<file path="src/rtl/mult_pkg.sv">
// Shared types and elaboration helpers for the sequential array multiplier.
// The optional multiply-accumulate mode is enabled by defining MULT_MAC_EN.
package mult_pkg;

  typedef enum logic [1:0] {
    IDLE = 2'd0,
    RUN  = 2'd1,
    DONE = 2'd2
  } state_e;

  // Counter must reach WIDTH/ROWS_PER_CYCLE, the extra cycle that loads p.
  function automatic int cnt_width(input int width, input int rows);
    return $clog2(width / rows + 1);
  endfunction

  function automatic bit params_ok(input int width, input int rows);
    return (width >= 2) && (rows >= 1) && ((width % rows) == 0);
  endfunction

endpackage

</file>
<file path="src/rtl/pp_row_gen.sv">
// One partial-product row: a_ext gated by a multiplier bit, shifted into place,
// and negated when it is the sign row of a two's-complement multiplier.
module pp_row_gen #(
  parameter int WIDTH = 8,
  parameter int IDX_W = $clog2(WIDTH)
) (
  input  logic [2*WIDTH-1:0] a_ext,
  input  logic               b_bit,
  input  logic [IDX_W-1:0]   row_idx,
  input  logic               is_signed,
  output logic [2*WIDTH-1:0] row
);

  localparam logic [2*WIDTH-1:0] ONE = {{(2*WIDTH-1){1'b0}}, 1'b1};

  logic [2*WIDTH-1:0] shifted;

  always_comb begin
    shifted = b_bit ? (a_ext << row_idx) : '0;
    row     = shifted;
    if (is_signed && (row_idx == IDX_W'(WIDTH - 1))) begin
      row = ~shifted + ONE;
    end
  end

endmodule

</file>
<file path="src/rtl/seq_array_mult.sv">
// Multi-cycle array multiplier: ROWS_PER_CYCLE partial-product rows per clock.
// Define MULT_MAC_EN to add the accumulate input (p_new = p_old + a*b).
module seq_array_mult
  import mult_pkg::*;
#(
  parameter int WIDTH          = 8,
  parameter int ROWS_PER_CYCLE = 1
) (
  input  logic               clk,
  input  logic               rst,
  input  logic               in_valid,
  output logic               in_ready,
  input  logic [WIDTH-1:0]   a,
  input  logic [WIDTH-1:0]   b,
  input  logic               is_signed,
`ifdef MULT_MAC_EN
  input  logic               accumulate,
`endif
  output logic               out_valid,
  input  logic               out_ready,
  output logic [2*WIDTH-1:0] p
);

  // Handshakes: a transfer happens on a rising edge where valid && ready;
  // out_valid, once high, holds with p stable until out_ready (or rst).
  localparam int PW    = 2 * WIDTH;
  localparam int NSTEP = WIDTH / ROWS_PER_CYCLE;
  localparam int CW    = cnt_width(WIDTH, ROWS_PER_CYCLE);
  localparam int IDX_W = $clog2(WIDTH);

  state_e            state_q, state_d;
  logic [CW-1:0]     cnt_q, cnt_d;
  logic [PW-1:0]     acc_q, acc_d;
  logic [PW-1:0]     a_ext_q, a_ext_d;
  logic [PW-1:0]     p_q, p_d;
  logic [WIDTH-1:0]  b_q, b_d;
  logic              signed_q, signed_d;

  logic [PW-1:0]     rows    [ROWS_PER_CYCLE];
  logic [IDX_W-1:0]  row_idx [ROWS_PER_CYCLE];
  logic [PW-1:0]     row_sum;
  logic [PW-1:0]     acc_init;
  logic              accept;

  for (genvar j = 0; j < ROWS_PER_CYCLE; j++) begin : g_rows
    assign row_idx[j] = IDX_W'(int'(cnt_q) * ROWS_PER_CYCLE + j);
    pp_row_gen #(.WIDTH(WIDTH), .IDX_W(IDX_W)) u_row (
      .a_ext     (a_ext_q),
      .b_bit     (b_q[row_idx[j]]),
      .row_idx   (row_idx[j]),
      .is_signed (signed_q),
      .row       (rows[j])
    );
  end

  always_comb begin
    row_sum = '0;
    for (int j = 0; j < ROWS_PER_CYCLE; j++) begin
      row_sum = row_sum + rows[j];
    end
  end

`ifdef MULT_MAC_EN
  assign acc_init = accumulate ? p_q : '0;
`else
  assign acc_init = '0;
`endif

  assign in_ready  = !rst && ((state_q == IDLE) || ((state_q == DONE) && out_ready));
  assign accept    = in_ready && in_valid;
  assign out_valid = (state_q == DONE);
  assign p         = p_q;

  always_comb begin
    state_d  = state_q;
    cnt_d    = cnt_q;
    acc_d    = acc_q;
    a_ext_d  = a_ext_q;
    p_d      = p_q;
    b_d      = b_q;
    signed_d = signed_q;
    case (state_q)
      RUN: begin
        // The cycle after the last row-add only transfers the sum into p.
        if (cnt_q == CW'(NSTEP)) begin
          p_d     = acc_q;
          state_d = DONE;
        end else begin
          acc_d = acc_q + row_sum;
          cnt_d = cnt_q + CW'(1);
        end
      end
      DONE: begin
        if (out_ready && !in_valid) state_d = IDLE;
      end
      default: ;
    endcase
    if (accept) begin
      a_ext_d  = is_signed ? {{WIDTH{a[WIDTH-1]}}, a} : {{WIDTH{1'b0}}, a};
      b_d      = b;
      signed_d = is_signed;
      acc_d    = acc_init;
      cnt_d    = '0;
      state_d  = RUN;
    end
  end

  always_ff @(posedge clk) begin
    if (rst) begin
      state_q  <= IDLE;
      cnt_q    <= '0;
      acc_q    <= '0;
      a_ext_q  <= '0;
      p_q      <= '0;
      b_q      <= '0;
      signed_q <= 1'b0;
    end else begin
      state_q  <= state_d;
      cnt_q    <= cnt_d;
      acc_q    <= acc_d;
      a_ext_q  <= a_ext_d;
      p_q      <= p_d;
      b_q      <= b_d;
      signed_q <= signed_d;
    end
  end

  always_ff @(posedge clk) begin
    if (rst) begin
      assert (params_ok(WIDTH, ROWS_PER_CYCLE))
        else $error("seq_array_mult: illegal WIDTH/ROWS_PER_CYCLE");
    end
  end

endmodule

</file>
<file path="config.mk">
export PLATFORM = sky130hd
export DESIGN_NAME = seq_array_mult
export DESIGN_NICKNAME = d
export VERILOG_FILES = /design/src/rtl/mult_pkg.sv /design/src/rtl/pp_row_gen.sv /design/src/rtl/seq_array_mult.sv
export SDC_FILE = /design/constraint.sdc
export NUM_CORES = 1
export LEC_CHECK = 0
export CORE_MARGIN = 4
export CORE_UTILIZATION = 58
export CTS_CLUSTER_DIAMETER = 100
export CTS_CLUSTER_SIZE = 12
export DETAILED_ROUTE_END_ITERATION = 7
export GPL_TIMING_DRIVEN = 0
export PLACE_DENSITY_LB_ADDON = 0.25
export SLEW_MARGIN = 10
export SYNTH_ARGS = -nofsm -noshare
export SYNTH_HDL_FRONTEND = slang
export SYNTH_HIERARCHICAL = 1
export SYNTH_SLANG_ARGS = --single-unit
</file>
<file path="constraint.sdc">
create_clock -name clk -period 6.3 [get_ports clk]
set_input_delay 1.26 -clock clk [delete_from_list [all_inputs] [get_ports clk]]
set_output_delay 1.26 -clock clk [all_outputs]
set_load 0.05 [all_outputs]
</file>
==> impl_metrics.ini <==
[synthesis]
netlist_area_um2 = 3840
synth_edf_count = 0
yosysTopAreaCell = dfxtp_1
syn_nets = 523
dominantRegCellSynth = dfxtp_1
synth_area_leaders = dfxtp_1 (29%), nand2_1 (12%), ha_1 (6.8%)
syn_area_per_cell_um2 = 8.01
yosysTopAreaCellShare = 0.292
ys_types = 63
seq_area_frac_synth = 0.292
ys_seq_elements = 56
ys_warn_count = 6
async_flop_share = 0
synth_cells = 480

[job]
max_cap_viol_count = 0

[setup_path]
critical-path-max-stage-delay_ns = 0.57
cp_cell_sequence = mux4_2, mux2_2, buf_2, nand2b_1, clkbuf_1, or2_2, ha_1, inv_1, a2111oi_0, o221ai_1, o21ai_0, xor2_1, ha_1, a21oi_1, o21ai_0, a21o_1, a31oi_2, xor2_1, or3_1, a21oi_1
cp_max_fo = 9
cp-start-kind = flop
timing_worst_setup_path_type = flop to flop
setup.worst_path.end_class = flop
worstPathArrival_ns = 5.33
cp_top_family = compound AO/OA/AOI/OAI gates
crit_buf_inv = 3
cpMaxStageDelayCell = dfxtp_1
crit_required_ns = 6.54

[power]
leakagePower_nw = 1.61
clkPwrFrac = 0.191
p_int_w = 0.000623
power_per_cell_area_nw_per_um2 = 232
switching_power_w = 0.000399
vdd_ir_drop_max_uv = 154
power_frac_comb = 0.395
p_seq_frac = 0.414
sw_frac_of_total = 0.390

[global_route]
grt_usage = 0.234
grt_overflow = 0
antenna_found_initial = 0
grt_max_degree = 19
grt_first_pass_wirelength_um = 15100
grt_pass1_vias = 3357

[placed_design]
placed_cells = 594
place.port_buffers = 37
gp_congestion = 0.910
dp_hpwl_um = 6980

[routing]
dr.first_iter.drc_count = 139
firstDrtPassIters = 4
drtAntennaViolNets = 0
wl_um = 8760
vias = 3500
via_per_inst = 5.81
wl_per_cell_um = 14.5
drc_errors = 0

[clocking]
cts_made_buffers = 5
cts_resized = 0
cts_buffer_depth = 2
clock_latency_ns = 0.31
clock_sinks = 56
postCtsSetupRepairBufs = 0
root_buffer = clkbuf_8
clk_pin_slew_ns = 0.10
h-tree-depth = 2
cts_hold_buf = 0
cts_tree = yes

[layout]
final_nets = 567
syn2layout_area_growth_pct = 14.4
final_core_util = 0.688
drive_gt1_frac = 0.0838
fillers = 556
finalNonFillerCells = 602
n_antenna_cell = 0

[die]
dieArea_um2 = 7990
start_util = 0.602
ios = 39
core_um2 = 6390
die_y_um = 89.4
rows = 29
fp.dieW_um = 89.4

[timing]
fin_setup_tns_ns = 0
hold_ws_ns = 0.456
final.min_clock_period_ns = 5.09
finalSetupViolations = 0
tightest_slew_ns = 0.582
skew_ns = 0.00547
hold_viol = 0
rsz0062_at_grt = false
period_share = 0.807
final-max-slew-violation-count = 0
slew_headroom = 0.612
max_freq_ghz = 0.197

[status]
status = finished, final reports clean

[min_path]
hold_path_class = flop to flop
[synth_stat cells, types with 5 or more instances]
master / instances
a21o_1: 6
a21oi_1: 47
buf_1: 5
buf_2: 5
clkbuf_1: 17
dfxtp_1: 56
ha_1: 21
inv_1: 14
mux2_2: 5
mux2i_1: 14
mux4_2: 8
nand2_1: 118
nand2b_1: 6
nand3_1: 11
nor2_1: 15
o21ai_0: 38
xnor2_1: 8
xor2_1: 14
[placed cells by master, fill, tap and decap left out, types with 5 or more instances in the layout]
| master | instances |
|---|---|
| nand2_1 | 118 |
| dfxtp_1 | 56 |
| a21oi_1 | 47 |
| o21ai_0 | 38 |
| clkdlybuf4s50_1 | 37 |
| ha_1 | 21 |
| clkbuf_1 | 19 |
| nor2_1 | 15 |
| inv_1 | 14 |
| xor2_1 | 14 |
| mux2i_1 | 14 |
| nand3_1 | 11 |
| mux4_2 | 8 |
| xnor2_1 | 8 |
| a21o_1 | 6 |
| nand2b_1 | 6 |
| mux2_2 | 5 |
| buf_1 | 5 |
| buf_2 | 5 |
| clkbuf_8 | 5 |
[final cells by class]
type                    count  area [um2]  area share
well taps                  77        96.3      0.0219
clock buffers               7        76.3      0.0174
inverters                  14        52.6      0.0120
clock inverters             1        8.76     0.00199
repair buffers             37         370      0.0843
plain buffers              30         138      0.0313
flip-flops and latches     56        1120       0.255
multi-input cells         380        2530       0.576
[state kept, by name (all words and copies together), names as in the netlist]
name	flops
a_ext_q	9
acc_q	16
b_q	8
cnt_q	4
p	16
signed_q	1
state_q	2
[final timing paths]
check / startpoint / end / slack [ns] / cells past startpoint
worst max register to register: cnt_q[0]$_SDFFE_PP0N_ / acc_q[15]$_SDFFE_PP0N_ / 1.21 / 20
worst min-delay path: p[15]$_SDFFE_PP0P_ / p[15]$_SDFFE_PP0P_ / 0.46 / 2
worst max-delay path: cnt_q[0]$_SDFFE_PP0N_ / acc_q[15]$_SDFFE_PP0N_ / 1.21 / 20
worst min register to register: p[15]$_SDFFE_PP0P_ / p[15]$_SDFFE_PP0P_ / 0.46 / 2
[worst min-delay path, delay by kind of cell, from the launching register on]
| family | cells | cell delay [ns] |
|---|---|---|
| compound gates | 1 | 0.05 |
| simple gates | 1 | 0.05 |
| flops | 1 | 0.32 |
[cell families (layout without fill, tap and decap cells)]
| family | after synthesis | after routing | share of synthesized area |
|---|---|---|---|
| XOR/XNOR | 22 | 22 | 0.0501 |
| buffers and inverters | 44 | 89 | 0.0495 |
| AND/OR/NAND/NOR | 177 | 177 | 0.204 |
| adder cells (fa/ha/maj) | 22 | 22 | 0.0736 |
| AO/OA/AOI/OAI | 124 | 124 | 0.202 |
| multiplexers | 35 | 35 | 0.129 |
| flip-flops | 56 | 56 | 0.292 |
[metrics by stage]
stage / area, um2 / power [W] / worst slack, ns
6_report: 4400 / 0.00102 / 1.21
3_5_place_dp: 4310 / 0.000831 / 1.27
2_1_floorplan: 3840 / 0.000723 / 1.93
4_1_cts: 4400 / 0.00102 / 1.21
3_3_place_gp: 4310 / 0.000821 / 1.38
5_1_grt: 4400 / 0.00109 / 0.679
[per-layer routing]
layer  up-vias  GRT usage  share of wire
met2        96      0.420           0.49
met3        14     0.0295          0.043
met4         0     0.0690          0.017
met1      1623      0.293           0.45
met5         -          0              0
li1       1767          -              -
[power groups by stage]
stage	Clock, W	Sequential (W)	Combinational (W)
after floorplan	0	0.000419	0.000304
after global placement	0	0.000429	0.000392
after detailed placement	0	0.000431	0.000399
after CTS	0.000198	0.000423	0.000402
after global routing	0.000213	0.000429	0.000447
final	0.000195	0.000423	0.000404
(Power assumes the default switching activity.)
